### src/rtl/integer_multiplication_unit.sv
// Iterative radix-2 shift-add 32x32 multiplier (RV32M MUL/MULH/MULHSU/MULHU), 64-bit product.
// Optional early termination on an exhausted multiplier is enabled by defining MUL_EARLY_OUT_EN.
module integer_multiplication_unit #(
    parameter int XLEN  = 32,
    parameter int CNT_W = 6
) (
    input  logic              clk_i,
    input  logic              rst_i,
    input  logic              enable_i,
    input  logic [1:0]        op_i,
    input  logic [XLEN-1:0]   operand1_i,
    input  logic [XLEN-1:0]   operand2_i,
    output logic              busy_o,
    output logic              done_o,
    output logic [2*XLEN-1:0] result_o,
    output logic [1:0]        state_o
);

    // Handshake: a request is accepted on any rising edge in IDLE with enable_i high; busy_o is
    // high for the whole CALC phase, done_o pulses for one cycle in DONE, and the inputs are
    // ignored from the accept edge until the FSM is back in IDLE.
    typedef enum logic [1:0] {
        IDLE = 2'd0,
        CALC = 2'd1,
        DONE = 2'd2
    } state_t;

    state_t              state;
    state_t              state_next;
    logic [XLEN-1:0]     mcand;
    logic [XLEN-1:0]     mplier;
    logic [2*XLEN-1:0]   acc;
    logic [CNT_W-1:0]    cnt;
    logic                neg;
    logic [2*XLEN-1:0]   result_q;

    logic                sign1;
    logic                sign2;
    logic [XLEN-1:0]     mag1;
    logic [XLEN-1:0]     mag2;
    logic [XLEN:0]       sum;
    logic [2*XLEN-1:0]   acc_step;
    logic [2*XLEN-1:0]   acc_final;
    logic [2*XLEN-1:0]   result_next;
    logic                last_iter;
    logic                finish;

    always_comb begin
        sign1 = operand1_i[XLEN-1] & ((op_i == 2'b01) || (op_i == 2'b10));
        sign2 = operand2_i[XLEN-1] & (op_i == 2'b01);
        mag1  = sign1 ? (~operand1_i + 1'b1) : operand1_i;
        mag2  = sign2 ? (~operand2_i + 1'b1) : operand2_i;
    end

    // One iteration: conditional add at weight 2^XLEN, then shift {carry, acc} right by one.
    always_comb begin
        sum       = {1'b0, acc[2*XLEN-1:XLEN]} + {1'b0, (mplier[0] ? mcand : {XLEN{1'b0}})};
        acc_step  = {sum, acc[XLEN-1:1]};
        last_iter = (cnt == CNT_W'(XLEN - 1));
    end

`ifdef MUL_EARLY_OUT_EN
    logic [XLEN-1:0]  remain_mask;
    logic [CNT_W-1:0] shamt;
    logic             rest_zero;

    // The multiplier register also collects accumulator spill bits at the top, so only the
    // bits not yet consumed are examined; after this iteration they are all above bit 0.
    always_comb begin
        remain_mask = {XLEN{1'b1}} >> cnt;
        rest_zero   = (((mplier & remain_mask) >> 1) == {XLEN{1'b0}});
        shamt       = CNT_W'(XLEN - 1) - cnt;
        acc_final   = acc_step >> shamt;
        finish      = last_iter | rest_zero;
    end
`else
    always_comb begin
        acc_final = acc_step;
        finish    = last_iter;
    end
`endif

    always_comb begin
        result_next = neg ? (~acc_final + 1'b1) : acc_final;
    end

    always_comb begin
        state_next = state;
        case (state)
            IDLE:    if (enable_i) state_next = CALC;
            CALC:    if (finish) state_next = DONE;
            DONE:    state_next = IDLE;
            default: state_next = IDLE;
        endcase
    end

    always_ff @(posedge clk_i) begin
        if (rst_i) begin
            state    <= IDLE;
            mcand    <= '0;
            mplier   <= '0;
            acc      <= '0;
            cnt      <= '0;
            neg      <= 1'b0;
            result_q <= '0;
        end else begin
            state <= state_next;
            case (state)
                IDLE: begin
                    if (enable_i) begin
                        mcand  <= mag1;
                        mplier <= mag2;
                        acc    <= '0;
                        cnt    <= '0;
                        neg    <= sign1 ^ sign2;
                    end
                end
                CALC: begin
                    acc    <= acc_step;
                    mplier <= {acc[0], mplier[XLEN-1:1]};
                    cnt    <= cnt + CNT_W'(1);
                    if (finish) result_q <= result_next;
                end
                default: ;
            endcase
        end
    end

    assign busy_o   = (state == CALC);
    assign done_o   = (state == DONE);
    assign result_o = result_q;
    assign state_o  = state;

endmodule

### config.mk
export PLATFORM = sky130hd
export DESIGN_NAME = integer_multiplication_unit
export DESIGN_NICKNAME = d
export VERILOG_FILES = /design/src/rtl/integer_multiplication_unit.sv
export SDC_FILE = /design/constraint.sdc
export NUM_CORES = 1
export LEC_CHECK = 0
export BUFFER_PORTS_ARGS = -buffer_cell sky130_fd_sc_hd__buf_4
export CELL_PAD_IN_SITES_DETAIL_PLACEMENT = 0
export CELL_PAD_IN_SITES_GLOBAL_PLACEMENT = 1
export CORE_MARGIN = 2
export CORE_UTILIZATION = 44
export CTS_CLUSTER_DIAMETER = 200
export DETAILED_ROUTE_END_ITERATION = 7
export HOLD_SLACK_MARGIN = 0.08
export PLACE_DENSITY_LB_ADDON = 0.1
export SYNTH_ARGS = -nofsm -noshare
export SYNTH_HDL_FRONTEND = slang
export SYNTH_SLANG_ARGS = --single-unit
### constraint.sdc
create_clock -name clk_i -period 5 [get_ports clk_i]
set_input_delay 1 -clock clk_i [delete_from_list [all_inputs] [get_ports clk_i]]
set_output_delay 1 -clock clk_i [all_outputs]
set_load 0.005 [all_outputs]
==> impl_metrics.prom, run 1 <==
# TYPE chip_impl_metric gauge
chip_impl_metric{name="grt_use_met3",unit=""} 0.0270
chip_impl_metric{name="drt_iter0_markers",unit=""} 628
chip_impl_info{name="layout.cells.most_common",value="dfxtp_1"} 1
chip_impl_metric{name="detail_route.wirelength",unit="mm"} 34.1
chip_impl_metric{name="crit_arrival",unit="ns"} 4.92
chip_impl_metric{name="post-route-drc-count",unit=""} 0
chip_impl_metric{name="average_vias_per_placed_instance",unit=""} 5.60
chip_impl_metric{name="antenna_violations_before_repair",unit=""} 1
chip_impl_metric{name="synth_warnings",unit=""} 0
chip_impl_metric{name="grt_pass1_vias",unit=""} 10300
chip_impl_info{name="hold_path_class",value="register to register"} 1
chip_impl_metric{name="numCtsBuffers",unit=""} 24
chip_impl_metric{name="synth_area",unit="um2"} 12200
chip_impl_metric{name="io_buffers",unit=""} 136
chip_impl_metric{name="max_clock_freq",unit="GHz"} 0.224
chip_impl_metric{name="pin_count",unit=""} 137
chip_impl_metric{name="power.sequential.fraction",unit=""} 0.432
chip_impl_metric{name="dieArea",unit="um2"} 29100
chip_impl_metric{name="finalWeightedCongestion",unit=""} 0.926
chip_impl_metric{name="max_stage_delay",unit="ns"} 0.58
chip_impl_metric{name="async_flop_share",unit=""} 0
chip_impl_metric{name="placed_cell_area",unit="um2"} 13300
chip_impl_metric{name="slew_at_the_pin_closest_to_its_max_slew_limit",unit="ns"} 1.13
chip_impl_metric{name="post_cts_resized",unit=""} 0
chip_impl_metric{name="place_hpwl",unit="mm"} 24.3
chip_impl_metric{name="internal_power",unit="W"} 0.00284
chip_impl_metric{name="grt_max_degree",unit=""} 121
chip_impl_metric{name="synth_cell_types",unit=""} 80
chip_impl_metric{name="insertedDiodeCount",unit=""} 0
chip_impl_metric{name="post_syn_nets",unit=""} 1673
chip_impl_metric{name="grt_overflow",unit=""} 0
chip_impl_metric{name="maxCapViolations",unit=""} 0
chip_impl_metric{name="setup_tns",unit="ns"} 0
chip_impl_info{name="critical_path_class",value="register to register"} 1
chip_impl_metric{name="finalCritPeriodShare",unit=""} 0.893
chip_impl_metric{name="drt-pass1-iter-count",unit=""} 5
chip_impl_metric{name="finalSetupViolations",unit=""} 0
chip_impl_metric{name="power_per_cell_area",unit="nW/um2"} 278
chip_impl_metric{name="power.share.switching",unit=""} 0.274
chip_impl_metric{name="fp.dieH",unit="um"} 170
chip_impl_metric{name="avgSynthCellArea",unit="um2"} 7.79
chip_impl_metric{name="ys_ff_latch",unit=""} 201
chip_impl_metric{name="net_switching_power_of_the_design",unit="W"} 0.00107
chip_impl_metric{name="power.static_leakage",unit="nW"} 5.31
chip_impl_info{name="timing.rr.start",value="mplier[0]$_SDFFE_PP0P_"} 1
chip_impl_metric{name="flow.area_growth_from_synthesis",unit="%"} 15.6
chip_impl_metric{name="nNetsFinal",unit=""} 1740
chip_impl_metric{name="finalCoreUtilization",unit=""} 0.520
chip_impl_metric{name="post_cts_buffers",unit=""} 0
chip_impl_info{name="crit_path_end_kind",value="register"} 1
chip_impl_info{name="outcome",value="finished clean"} 1
chip_impl_metric{name="worst_slew_margin_rel",unit=""} 0.243
chip_impl_metric{name="holdPathStages",unit=""} 2
chip_impl_info{name="holdCritStartpoint",value="mplier[3]$_SDFFE_PP0P_"} 1
chip_impl_metric{name="timing_max_transition_violations_final",unit=""} 0
chip_impl_info{name="ordered_cell_list_for_the_critical_path",value="buf_4 -> and2_1 -> ha_1 -> fa_1 -> a211oi_1 -> o21ai_1 -> xnor2_1 -> nand4_1 -> or4bb_1 -> or2_4 -> nor4_4 -> nand2_1 -> or3_1 -> a31oi_1"} 1
chip_impl_info{name="worstSetupStartpoint",value="mplier[0]$_SDFFE_PP0P_"} 1
chip_impl_metric{name="drive_above_1_share",unit=""} 0.136
chip_impl_metric{name="placementRows",unit=""} 60
chip_impl_metric{name="cell_count_post_placement",unit=""} 1979
chip_impl_metric{name="grt_pass1_wl",unit="mm"} 54.9
chip_impl_metric{name="met1_usage",unit=""} 0.346
chip_impl_metric{name="post_synth_inst_count",unit=""} 1566
chip_impl_metric{name="route.detailed.wl_per_inst",unit="um"} 16.9
chip_impl_metric{name="critical_path_required",unit="ns"} 5.45
chip_impl_metric{name="layoutNonFillerInstCount",unit=""} 2021
chip_impl_info{name="grt_busiest_layer",value="met2"} 1
chip_impl_metric{name="combPwrFrac",unit=""} 0.131
chip_impl_metric{name="cts_num_sinks",unit=""} 201
chip_impl_metric{name="post-route-cell-area",unit="um2"} 14100
chip_impl_metric{name="crit_fanout",unit=""} 10
chip_impl_metric{name="vdd_ir_drop_max",unit="mV"} 0.292
chip_impl_info{name="mostFrequentLayoutCells",value="200 x dfxtp_1, 171 x nand2_1, 163 x nor2_1, 155 x a21oi_1, 154 x buf_4"} 1
chip_impl_metric{name="cts_max_path_buffers",unit=""} 3
chip_impl_metric{name="die_width",unit="um"} 170
chip_impl_metric{name="globalRouteMet2Util",unit=""} 0.353
chip_impl_metric{name="insertion_delay",unit="ns"} 0.53
chip_impl_metric{name="groute.usage.overall",unit=""} 0.232
chip_impl_metric{name="hold_viol",unit=""} 0
chip_impl_info{name="clk_root_buffer_cell",value="clkbuf_16"} 1
chip_impl_info{name="grt_setup_unrepaired",value="no"} 1
chip_impl_info{name="cts_tree",value="done"} 1
chip_impl_metric{name="num_vias",unit=""} 11300
chip_impl_info{name="cell_at_the_slowest_stage_of_the_critical_path",value="or4bb_1"} 1
chip_impl_metric{name="ys_seq_area_frac",unit=""} 0.330
chip_impl_metric{name="r2r_worst_path_depth",unit=""} 14
chip_impl_metric{name="ctsHtreeMaxLevel",unit=""} 1
chip_impl_metric{name="layout_min_cycle_time",unit="ns"} 4.47
chip_impl_metric{name="worst_setup_hold_path_clk_slew",unit="ns"} 0.06
chip_impl_metric{name="fin_worst_skew",unit="ns"} 0.0146
chip_impl_metric{name="synth_enable_flop_cells",unit=""} 0
chip_impl_info{name="yosys_most_used_dff",value="dfxtp_1"} 1
chip_impl_metric{name="design.core.area",unit="um2"} 27100
chip_impl_metric{name="holdBufCountCts",unit=""} 0
chip_impl_info{name="start_kind",value="register"} 1
chip_impl_metric{name="postRouteAntennaNets",unit=""} 0
chip_impl_metric{name="clkPwrFrac",unit=""} 0.437
chip_impl_metric{name="start_util",unit=""} 0.450
[kinds of logic after synthesis]
group | after synthesis | share of synthesized area
multiplexers | 3 | 0.00257
XOR/XNOR | 135 | 0.0970
adder cells (fa/ha/maj) | 38 | 0.0396
flip-flops | 201 | 0.330
buffers and inverters | 137 | 0.0501
AND/OR/NAND/NOR | 578 | 0.228
AO/OA/AOI/OAI | 474 | 0.253
[flip-flops by register name (all words and copies together), names as in the netlist]
register / count
neg: 1
state_o: 2
result_o: 64
cnt: 6
acc: 64
mcand: 32
mplier: 32
[final timing paths]
check	end	slack (ns)
worst max-delay path	result_o[61]$_SDFFE_PP0P_	0.53
worst min-delay path	mplier[2]$_SDFFE_PP0P_	0.45
worst max register to register	result_o[61]$_SDFFE_PP0P_	0.53
worst min register to register	mplier[2]$_SDFFE_PP0P_	0.45
[metrics by stage]
| stage | power [W] | hold WS [ns] | setup slack [ns] |
|---|---|---|---|
| 4_1_cts | 0.00396 | 0.456 | 0.576 |
| 3_3_place_gp | 0.00223 | 0.443 | 0.649 |
| 5_1_grt | 0.00409 | 0.484 | 0.158 |
| 6_report | 0.00391 | 0.453 | 0.535 |
| 3_5_place_dp | 0.00224 | 0.447 | 0.601 |
| 2_1_floorplan | 0.00206 | 0.427 | 0.994 |
[synthesized netlist by cell type, types with 3 or more instances]
cell,instances,area [um2]
or3_1,20,125
o31ai_1,26,195
a211oi_1,90,676
o211ai_1,12,90.1
a21boi_0,4,30.0
and2_1,40,250
ha_1,37,463
nand2_1,172,646
and3_1,8,50.1
dfxtp_1,201,4020
nor3_1,28,140
a21oi_1,155,776
a22oi_1,36,270
o21ai_1,4,20.0
a21o_1,8,60.1
a311oi_1,10,87.6
nor4_4,3,63.8
nor4_1,9,56.3
xnor2_1,63,552
o21bai_1,6,45.0
xor2_1,72,631
o21a_1,5,37.5
o41ai_1,8,70.1
nand3_1,75,375
and4_1,6,52.6
buf_6,3,33.8
clkbuf_8,7,96.3
inv_1,21,78.8
nand2b_1,7,43.8
clkbuf_1,92,345
buf_1,10,37.5
a31oi_1,19,119
or4_1,10,75.1
o21ai_0,61,305
a221oi_1,3,26.3
nand4_1,13,81.3
nor2_1,164,616
or2_4,3,26.3
buf_2,3,15.0
[critical path: cells and delay by family (launching register included)]
family,cells,cell delay [ns]
simple gates,7,2.05
compound gates,3,0.82
fa+ha+maj,2,0.64
xor+xnor,1,0.41
flops,1,0.31
buf+inv,1,0.16
[power by group through the flow]
| stage | combinational, W | clock [W] | sequential [W] |
|---|---|---|---|
| 4_1_cts | 0.000514 | 0.00176 | 0.00169 |
| 3_5_place_dp | 0.000513 | 0 | 0.00172 |
| 2_1_floorplan | 0.000363 | 0 | 0.00170 |
| 3_3_place_gp | 0.000510 | 0 | 0.00172 |
| 5_1_grt | 0.000572 | 0.00182 | 0.00169 |
| 6_report | 0.000512 | 0.00171 | 0.00169 |
[layer usage]
metal	routed length, um	part of all wire	vias to the layer above
met5	0	0	-
met2	14500	0.42	306
met3	1980	0.058	42
met1	17000	0.50	5170
met4	661	0.019	0
li1	-	-	5808
[final cells by class]
cell class	instances	area, um2
Clock inverter	8	88.8
Clock buffer	34	678
Inverter	22	82.6
Multi-Input combinational cell	1228	7570
Sequential cell	201	4030
Tap cell	372	465
Timing Repair Buffer	156	1190
Fill cell	2712	13000
No activity file was read; power rests on OpenSTA's default activity.
==> inputs of run 2 (changes only) <==
Settings changed: CELL_PAD_IN_SITES_DETAIL_PLACEMENT 0 to default, CELL_PAD_IN_SITES_GLOBAL_PLACEMENT 1 to default, CORE_UTILIZATION 44 to 40, PLACE_DENSITY_LB_ADDON 0.1 to default.
==> impl_metrics.prom, run 2 (synthesized netlist as in run 1, its figures left out) <==
# TYPE chip_impl_metric gauge
chip_impl_metric{name="insertedDiodeCount",unit=""} 0
chip_impl_metric{name="worst_slew_margin_rel",unit=""} 0.203
chip_impl_info{name="clk_root_buffer_cell",value="clkbuf_16"} 1
chip_impl_metric{name="die_width",unit="um"} 179
chip_impl_metric{name="dieArea",unit="um2"} 31900
chip_impl_metric{name="grt_pass1_vias",unit=""} 10400
chip_impl_metric{name="ctsHtreeMaxLevel",unit=""} 1
chip_impl_metric{name="num_vias",unit=""} 11300
chip_impl_metric{name="layout_min_cycle_time",unit="ns"} 4.49
chip_impl_metric{name="grt_max_degree",unit=""} 135
chip_impl_metric{name="finalSetupViolations",unit=""} 0
chip_impl_metric{name="power.static_leakage",unit="nW"} 5.30
chip_impl_metric{name="finalCritPeriodShare",unit=""} 0.899
chip_impl_metric{name="power_per_cell_area",unit="nW/um2"} 276
chip_impl_info{name="critical-path-top-delay-family",value="simple AND/OR/NAND/NOR gates"} 1
chip_impl_metric{name="antenna_violations_before_repair",unit=""} 1
chip_impl_metric{name="io_buffers",unit=""} 136
chip_impl_metric{name="drt_iter0_markers",unit=""} 737
chip_impl_metric{name="max_clock_freq",unit="GHz"} 0.223
chip_impl_metric{name="start_util",unit=""} 0.409
chip_impl_metric{name="holdPathStages",unit=""} 2
chip_impl_metric{name="crit_arrival",unit="ns"} 4.94
chip_impl_metric{name="fin_worst_skew",unit="ns"} 0.0142
chip_impl_info{name="crit_path_end_kind",value="register"} 1
chip_impl_info{name="layout.cells.most_common",value="dfxtp_1"} 1
chip_impl_metric{name="numCtsBuffers",unit=""} 24
chip_impl_metric{name="place_hpwl",unit="mm"} 24.1
chip_impl_metric{name="cts_max_path_buffers",unit=""} 3
chip_impl_info{name="grt_setup_unrepaired",value="no"} 1
chip_impl_info{name="ordered_cell_list_for_the_critical_path",value="buf_4 -> and2_1 -> ha_1 -> a211oi_1 -> o21ai_1 -> xnor2_1 -> nand4_1 -> or4bb_1 -> or2_4 -> nor4_4 -> nand2_1 -> or3_1 -> a31oi_1"} 1
chip_impl_metric{name="crit_buf_inv",unit=""} 1
chip_impl_metric{name="drive_above_1_share",unit=""} 0.135
chip_impl_info{name="holdCritStartpoint",value="mcand[0]$_SDFFE_PP0P_"} 1
chip_impl_info{name="critical_path_class",value="register to register"} 1
chip_impl_metric{name="slew_at_the_pin_closest_to_its_max_slew_limit",unit="ns"} 1.19
chip_impl_metric{name="vdd_ir_drop_max",unit="mV"} 0.223
chip_impl_info{name="mostFrequentLayoutCells",value="200 x dfxtp_1, 171 x nand2_1, 163 x nor2_1, 155 x a21oi_1, 151 x buf_4"} 1
chip_impl_metric{name="hold_viol",unit=""} 0
chip_impl_metric{name="max_stage_delay",unit="ns"} 0.61
chip_impl_info{name="cell_at_the_slowest_stage_of_the_critical_path",value="or4bb_1"} 1
chip_impl_metric{name="postRouteAntennaNets",unit=""} 0
chip_impl_metric{name="timing_max_transition_violations_final",unit=""} 0
chip_impl_metric{name="insertion_delay",unit="ns"} 0.52
chip_impl_metric{name="post_cts_resized",unit=""} 0
chip_impl_metric{name="drt-pass1-iter-count",unit=""} 7
chip_impl_metric{name="route.detailed.wl_per_inst",unit="um"} 16.2
chip_impl_metric{name="total_power",unit="W"} 0.00389
chip_impl_metric{name="average_vias_per_placed_instance",unit=""} 5.55
chip_impl_metric{name="placementRows",unit=""} 63
chip_impl_metric{name="grt_overflow",unit=""} 0
chip_impl_metric{name="flow.area_growth_from_synthesis",unit="%"} 15.5
chip_impl_metric{name="pin_count",unit=""} 137
chip_impl_metric{name="fp.dieH",unit="um"} 179
chip_impl_metric{name="design.core.area",unit="um2"} 29800
chip_impl_metric{name="setup_tns",unit="ns"} 0
chip_impl_metric{name="grt_pass1_wl",unit="mm"} 54.0
chip_impl_metric{name="nNetsFinal",unit=""} 1736
chip_impl_metric{name="maxCapViolations",unit=""} 0
chip_impl_info{name="outcome",value="finished clean"} 1
chip_impl_metric{name="detail_route.wirelength",unit="mm"} 33.1
chip_impl_info{name="worstHoldEndpoint",value="mcand[0]$_SDFFE_PP0P_"} 1
chip_impl_metric{name="r2r_worst_path_depth",unit=""} 13
chip_impl_info{name="start_kind",value="register"} 1
chip_impl_metric{name="post-route-drc-count",unit=""} 0
chip_impl_metric{name="cts_num_sinks",unit=""} 201
chip_impl_info{name="cts_tree",value="done"} 1
chip_impl_metric{name="regToRegSetupSlack",unit="ns"} 0.51
chip_impl_info{name="worstReg2RegEnd",value="result_o[61]$_SDFFE_PP0P_"} 1
chip_impl_metric{name="crit_fanout",unit=""} 21
chip_impl_metric{name="fillers",unit=""} 3044
chip_impl_metric{name="finalWeightedCongestion",unit=""} 0.927
chip_impl_metric{name="post_cts_buffers",unit=""} 0
chip_impl_info{name="hold_path_class",value="register to register"} 1
chip_impl_metric{name="holdBufCountCts",unit=""} 0
chip_impl_metric{name="groute.usage.overall",unit=""} 0.206
chip_impl_metric{name="worst_setup_hold_path_clk_slew",unit="ns"} 0.06
chip_impl_info{name="timing.rr.start",value="mplier[0]$_SDFFE_PP0P_"} 1
chip_impl_metric{name="critical_path_required",unit="ns"} 5.44
## run 2: layer usage
layer  track usage  up-vias  wire length (um)  share of wire
met3        0.0266       41              2230          0.067
met1         0.311     5124             16600           0.50
met4        0.0461        0               595          0.018
met5             0        -                 0              0
li1              -     5814                 -              -
met2         0.310      332             13700           0.41
## run 2: worst max path at each step
stage	from	to	slack [ns]	cells after the start
finish	mplier[0]$_SDFFE_PP0P_	result_o[61]$_SDFFE_PP0P_	0.51	13
global route	mplier[0]$_SDFFE_PP0P_	result_o[56]$_SDFFE_PP0P_	0.14	13
CTS	mplier[0]$_SDFFE_PP0P_	result_o[61]$_SDFFE_PP0P_	0.55	13
detailed placement	mplier[0]$_SDFFE_PP0P_	result_o[61]$_SDFFE_PP0P_	0.57	13
global placement	mplier[0]$_SDFFE_PP0P_	result_o[61]$_SDFFE_PP0P_	0.66	13
floorplan	mplier[0]$_SDFFE_PP0P_	result_o[60]$_SDFFE_PP0P_	0.99	14
## run 2: worst register-to-register path: stages, from the launching register on
cell      delay, ns
dfxtp_1        0.55
buf_4          0.30
and2_1         0.15
ha_1           0.28
a211oi_1       0.46
o21ai_1        0.23
xnor2_1        0.40
nand4_1        0.25
or4bb_1        0.61
or2_4          0.30
nor4_4         0.27
nand2_1        0.12
or3_1          0.36
a31oi_1        0.16
## run 2: cell type report
cell class / instances / area [um2] / area share
well taps: 390 / 488 / 0.0346
flip-flops and latches: 201 / 4030 / 0.286
multi-input cells: 1228 / 7570 / 0.538
clock buffers: 33 / 664 / 0.0472
inverters: 22 / 82.6 / 0.00586
repair buffers: 152 / 1140 / 0.0813
clock inverters: 11 / 109 / 0.00773
## run 2: per-stage QoR
step	hold slack, ns	cells	setup WS [ns]	instance area (um2)	util
floorplan	0.427	1566	0.994	12200	-
global placement	0.442	1993	0.659	13300	0.447
detailed placement	0.446	1993	0.572	13300	0.447
CTS	0.455	2037	0.554	14100	0.473
global route	0.486	2037	0.139	14100	0.473
finish	0.452	2037	0.507	14100	0.473
## run 2: where the power goes
group	switching, W	internal [W]	leakage (nW)
registers	0.0000405	0.00165	1.63
logic	0.000317	0.000191	3.28
clock network	0.000702	0.000993	0.384
